===== config.mk =====
export PLATFORM = sky130hd
export DESIGN_NAME = seg7_write_arbiter_flat
export DESIGN_NICKNAME = d
export VERILOG_FILES = /design/src/rtl/seg7_write_arbiter_if.sv /design/src/rtl/seg7_write_arbiter.sv /design/src/flat_wrapper.sv
export SDC_FILE = /design/constraint.sdc
export NUM_CORES = 1
export LEC_CHECK = 0
export BUFFER_PORTS_ARGS = -buffer_cell sky130_fd_sc_hd__clkbuf_2
export CORE_MARGIN = 5
export CORE_UTILIZATION = 34
export DETAILED_ROUTE_END_ITERATION = 8
export SYNTH_ARGS = -nofsm -noshare
export SYNTH_HDL_FRONTEND = slang
export SYNTH_SLANG_ARGS = --single-unit

===== constraint.sdc =====
create_clock -name clk -period 2 [get_ports clk]
set_clock_uncertainty 0.05 [all_clocks]
set_input_delay 0.1 -clock clk [delete_from_list [all_inputs] [get_ports clk]]
set_output_delay 0.1 -clock clk [all_outputs]
set_load 0.1 [all_outputs]

===== src/rtl/seg7_write_arbiter_if.sv =====
// CPU store port, auxiliary master handshake and display register drive for seg7_write_arbiter.
interface seg7_write_arbiter_if #(
  parameter int ANCHO = 32
);
  logic [ANCHO-1:0] cpu_dir;
  logic [ANCHO-1:0] cpu_dato;
  logic             cpu_we;
  logic             cpu_stall;
  logic [ANCHO-1:0] cpu_rdato;
  logic             aux_req;
  logic [ANCHO-1:0] aux_dato;
  logic             aux_gnt;
  logic [ANCHO-1:0] disp_dato;
  logic             disp_we;

  modport master (
    output cpu_dir, cpu_dato, cpu_we, aux_req, aux_dato,
    input  cpu_stall, cpu_rdato, aux_gnt, disp_dato, disp_we
  );

  modport slave (
    input  cpu_dir, cpu_dato, cpu_we, aux_req, aux_dato,
    output cpu_stall, cpu_rdato, aux_gnt, disp_dato, disp_we
  );
endinterface


===== src/rtl/seg7_write_arbiter.sv =====
// Round-robin write arbiter for the 7-segment display register (CPU store port vs auxiliary master).
// Define SEG7_GUARD_EN to hold off further grants for GUARD cycles after each write.
module seg7_write_arbiter #(
  parameter int               ANCHO    = 32,
  parameter logic [ANCHO-1:0] DIR_DISP = 'h30C,
  parameter int               GUARD    = 4
) (
  input logic                clk,
  input logic                rst,
  seg7_write_arbiter_if.slave bus
);

  typedef enum logic {SRC_CPU, SRC_AUX} src_t;

  logic             pend_v;
  logic [ANCHO-1:0] pend_d;
  src_t             last_src;
  logic             hit;
  logic             cand_cpu;
  logic             cand_aux;
  logic             can_grant;
  logic             win_cpu;
  logic             win_aux;
  logic             capture;

`ifdef SEG7_GUARD_EN
  localparam int CW = (GUARD > 0) ? $clog2(GUARD + 1) : 1;

  typedef enum logic {S_IDLE, S_GUARD} state_t;

  state_t        state, state_nx;
  logic [CW-1:0] cnt, cnt_nx;

  always_ff @(posedge clk or negedge rst) begin
    if (!rst) begin
      state <= S_IDLE;
      cnt   <= '0;
    end else begin
      state <= state_nx;
      cnt   <= cnt_nx;
    end
  end

  // GUARD=0 never leaves IDLE, matching the guard-less build.
  always_comb begin
    state_nx = state;
    cnt_nx   = cnt;
    case (state)
      S_IDLE: begin
        if ((win_cpu || win_aux) && (GUARD > 0)) begin
          state_nx = S_GUARD;
          cnt_nx   = CW'(GUARD - 1);
        end
      end
      S_GUARD: begin
        if (cnt == '0) state_nx = S_IDLE;
        else           cnt_nx   = cnt - CW'(1);
      end
      default: state_nx = S_IDLE;
    endcase
  end

  assign can_grant = (state == S_IDLE);
`else
  // GUARD only matters when the guard interval is compiled in.
  if (GUARD < 0) begin : g_guard_unused
  end

  assign can_grant = 1'b1;
`endif

  always_comb begin
    hit      = bus.cpu_we && (bus.cpu_dir == DIR_DISP);
    cand_cpu = pend_v;
    // aux_req is still high in the grant cycle; that request was already served.
    cand_aux = bus.aux_req && !bus.aux_gnt;
    win_cpu  = can_grant && cand_cpu && (!cand_aux || (last_src == SRC_AUX));
    win_aux  = can_grant && cand_aux && (!cand_cpu || (last_src == SRC_CPU));
    capture  = hit && (!pend_v || win_cpu);
  end

  assign bus.cpu_stall = hit && pend_v && !win_cpu;
  assign bus.cpu_rdato = bus.disp_dato;

  always_ff @(posedge clk or negedge rst) begin
    if (!rst) begin
      pend_v        <= 1'b0;
      pend_d        <= '0;
      last_src      <= SRC_AUX;
      bus.disp_we   <= 1'b0;
      bus.disp_dato <= '0;
      bus.aux_gnt   <= 1'b0;
    end else begin
      if (capture) begin
        pend_v <= 1'b1;
        pend_d <= bus.cpu_dato;
      end else if (win_cpu) begin
        pend_v <= 1'b0;
      end

      bus.disp_we <= win_cpu || win_aux;
      bus.aux_gnt <= win_aux;

      if (win_cpu) begin
        bus.disp_dato <= pend_d;
        last_src      <= SRC_CPU;
      end else if (win_aux) begin
        bus.disp_dato <= bus.aux_dato;
        last_src      <= SRC_AUX;
      end
    end
  end

endmodule


===== src/flat_wrapper.sv =====
// flat-port wrapper written by rule: the top's interface ports become plain ports
module seg7_write_arbiter_flat 
#(
  parameter int               ANCHO    = 32,
  parameter logic [ANCHO-1:0] DIR_DISP = 'h30C,
  parameter int               GUARD    = 4
)
  (clk, rst, bus_cpu_dir, bus_cpu_dato, bus_cpu_we, bus_aux_req, bus_aux_dato, bus_cpu_stall, bus_cpu_rdato, bus_aux_gnt, bus_disp_dato, bus_disp_we);
  seg7_write_arbiter_if #(.ANCHO(ANCHO)) bus_i ();
  input logic clk;
  input logic rst;
  input wire logic [$bits(bus_i.cpu_dir)-1:0] bus_cpu_dir;
  input wire logic [$bits(bus_i.cpu_dato)-1:0] bus_cpu_dato;
  input wire logic [$bits(bus_i.cpu_we)-1:0] bus_cpu_we;
  input wire logic [$bits(bus_i.aux_req)-1:0] bus_aux_req;
  input wire logic [$bits(bus_i.aux_dato)-1:0] bus_aux_dato;
  output wire logic [$bits(bus_i.cpu_stall)-1:0] bus_cpu_stall;
  output wire logic [$bits(bus_i.cpu_rdato)-1:0] bus_cpu_rdato;
  output wire logic [$bits(bus_i.aux_gnt)-1:0] bus_aux_gnt;
  output wire logic [$bits(bus_i.disp_dato)-1:0] bus_disp_dato;
  output wire logic [$bits(bus_i.disp_we)-1:0] bus_disp_we;
  assign bus_i.cpu_dir = bus_cpu_dir;
  assign bus_i.cpu_dato = bus_cpu_dato;
  assign bus_i.cpu_we = bus_cpu_we;
  assign bus_i.aux_req = bus_aux_req;
  assign bus_i.aux_dato = bus_aux_dato;
  assign bus_cpu_stall = bus_i.cpu_stall;
  assign bus_cpu_rdato = bus_i.cpu_rdato;
  assign bus_aux_gnt = bus_i.aux_gnt;
  assign bus_disp_dato = bus_i.disp_dato;
  assign bus_disp_we = bus_i.disp_we;
  seg7_write_arbiter #(.ANCHO(ANCHO), .DIR_DISP(DIR_DISP), .GUARD(GUARD)) u_core (.clk(clk), .rst(rst), .bus(bus_i));
endmodule

==> out/summary.txt <==
status: finished, final reports clean
CTS buffer count: 9
clk_lat worst skew: 0.33 ns
post-synth net total: 333
Die H: 104 µm
Nets: 544
register area share after synthesis: 0.571
Fill cells: 721
DPL Wire Length: 5.54 mm
vias in the first global route: 2910
Port Buffers: 166
Synth Area per Inst: 12.8 µm²
Routed WL: 8.19 mm
worst path arrival time: 2.06 ns
worst-margin pin slew: 0.701 ns
initial core utilization: 0.345
minimum clock period: 1.90 ns
crit path max-delay cell type: dfrtp_4
Place WS: 0.00411 ns
Placed Area: 3800 µm²
maximum buffer depth of the clock tree: 2
most common cell after layout, fill and taps aside: clkbuf_2
cell taking the most area after synthesis: dfrtp_1
fraction of layout cells with a size suffix above 1: 0.521
Netlist Area Pre-Place: 2980 µm²
Final Hold Vio Count: 0
TritonRoute pass-1 iters: 6
clock sink count: 68
Yosys reg bits: 68
Final period util: 0.950
Post-Syn Instances: 233
Unique masters post-synth: 24
type of element launching the critical path: register
root buffer cell: clkbuf_8
ranking of synthesized cells by area: dfrtp_1 (56%), mux2_2 (12%), a222oi_1 (11%), buf_4 (8.1%), inv_1 (4.2%)
gr usage total: 0.154
Area Overhead vs Synth: 57.1%
largest net degree at the start of global routing: 34
fin. max-slew vios: 0
top cell type's share of synthesized area: 0.562
DR WL/cell: 14.7 µm
ys async rst share: 1.00
first-pass GRT wire length: 13.9 mm
Ant. Diodes: 0
Row Count: 34
Placed Cells: 474
die area: 10700 µm²
Peak supply drop: 0.677 mV
Max Cap Violations: 0
final antenna-violating net count: 0
DR DRC count: 0
CTS tree: done
Yosys warnings: 0
WP data required: 2.16 ns
via count: 2656
IO Pins: 167
Worst-path clk slew: 0.07 ns
setup TNS: 0 ns
P per Cell Area: 985 nW/µm²
die width: 104 µm
EDFF count, synth: 0
final hold slack: 0.117 ns
max incr delay on CP: 0.47 ns
Fmax: 0.526 GHz
endpoint kind of the worst setup timing path: register
area of the core: 8640 µm²
initial antenna violation count: 0
post_cts resized: 0
Pleak: 2.54 nW
final instance area: 4690 µm²
Synth Flop Type: dfrtp_1
gr ovfl total: 0
post-route insts no fill: 557
Final setup viols: 0
most frequent cells in the layout: clkbuf_2 (164), dlygate4sd3_1 (66), dfrtp_1 (66)
GP Congestion: 0.723
Via density: 4.77
RSZ-0062 raised after global routing: false
relative slew slack: 0.533
cells along the critical path: nand2b_4 > or3b_4 > nor4b_4 > buf_4 > mux2_2
Hold WC Path Type: input pin to register
Crit Path Class: register to register
H-tree Lvls: 3
Starting DRT DRC Count: 184
CP max FO: 16
Worst Slack Setup Final: 0.0992 ns
flip-flops by register name (all words and copies together) (netlist names):
name / cells
u_core.cand_cpu: 1
u_core.pend_d: 32
u_core.bus.aux_gnt: 1
u_core.last_src: 1
u_core.bus.cpu_rdato: 32
u_core.bus.disp_we: 1
kinds of logic after synthesis:
logic type,Yosys count,synth area share
AOI/OAI and AO/OA,34,0.112
muxes,33,0.124
buffers and inverters,78,0.146
DFF,68,0.571
and+or+nand+nor,20,0.0474
what timing repair did:
action,4_1_cts,5_1_grt
hold endpoints to repair,90,0
hold buffers,66,0
setup endpoints to repair,0,1
setup buffers,0,1
area by class of cell:
class / instances / area [µm²] / area share
inverter: 33 / 124 / 0.0264
tap: 108 / 135 / 0.0288
sequential: 68 / 1710 / 0.364
timing repair buffer: 245 / 1630 / 0.348
multi-input combinational: 87 / 876 / 0.187
clock buffer: 10 / 128 / 0.0272
clock inverter: 6 / 88.8 / 0.0190
stage by stage:
stage,util,total power (W)
3_3_place_gp,0.440,0.00332
6_report,0.543,0.00462
2_1_floorplan,-,0.00309
4_1_cts,0.542,0.00466
5_1_grt,0.543,0.00480
3_5_place_dp,0.440,0.00333
synthesized netlist by cell type (2+ instances only):
| cell type | count |
|---|---|
| dfrtp_1 | 67 |
| nand2_1 | 2 |
| a222oi_1 | 32 |
| buf_6 | 3 |
| nand4_1 | 2 |
| nor4_1 | 3 |
| buf_4 | 32 |
| nor4b_1 | 3 |
| mux2_2 | 31 |
| nor2_1 | 3 |
| inv_1 | 33 |
| clkbuf_1 | 10 |
critical path, delay by kind of cell (launching register included):
family                 cells  cell delay, ns
flip-flops                 1            0.47
AND/OR/NAND/NOR            3            0.76
multiplexers               1            0.29
buffers and inverters      1            0.21
final timing paths:
check	slack (ns)	endpoint	startpoint	depth (start not counted)
setup / recovery	0.1	u_core.pend_d[26]$_DFFE_PN0P_	u_core.bus.aux_gnt$_DFF_PN0_	5
hold / removal	0.12	u_core.cand_cpu$_DFFE_PN0P_	bus_cpu_dir[31]	5
setup reg to reg	0.1	u_core.pend_d[26]$_DFFE_PN0P_	u_core.bus.aux_gnt$_DFF_PN0_	5
hold reg to reg	0.43	u_core.bus.cpu_rdato[14]$_DFFE_PN0P_	u_core.pend_d[14]$_DFFE_PN0P_	2
max in group asynchronous	0.96	u_core.pend_d[19]$_DFFE_PN0P_	rst	3
min in group asynchronous	0.30	u_core.bus.cpu_rdato[24]$_DFFE_PN0P_	rst	2
per-layer routing:
| metal | GRT usage | share of wire | routed length, µm |
|---|---|---|---|
| met5 | 0 | 0 | 0 |
| met4 | 0.0518 | 0.0098 | 80 |
| met3 | 0.0479 | 0.090 | 741 |
| met2 | 0.270 | 0.51 | 4150 |
| met1 | 0.177 | 0.39 | 3210 |
power by group:
group / switching (W) / internal (W)
logic: 0.00152 / 0.000347
registers: 0.0000729 / 0.00146
clock network: 0.000513 / 0.000702
No activity file was read; power rests on OpenSTA's default activity.
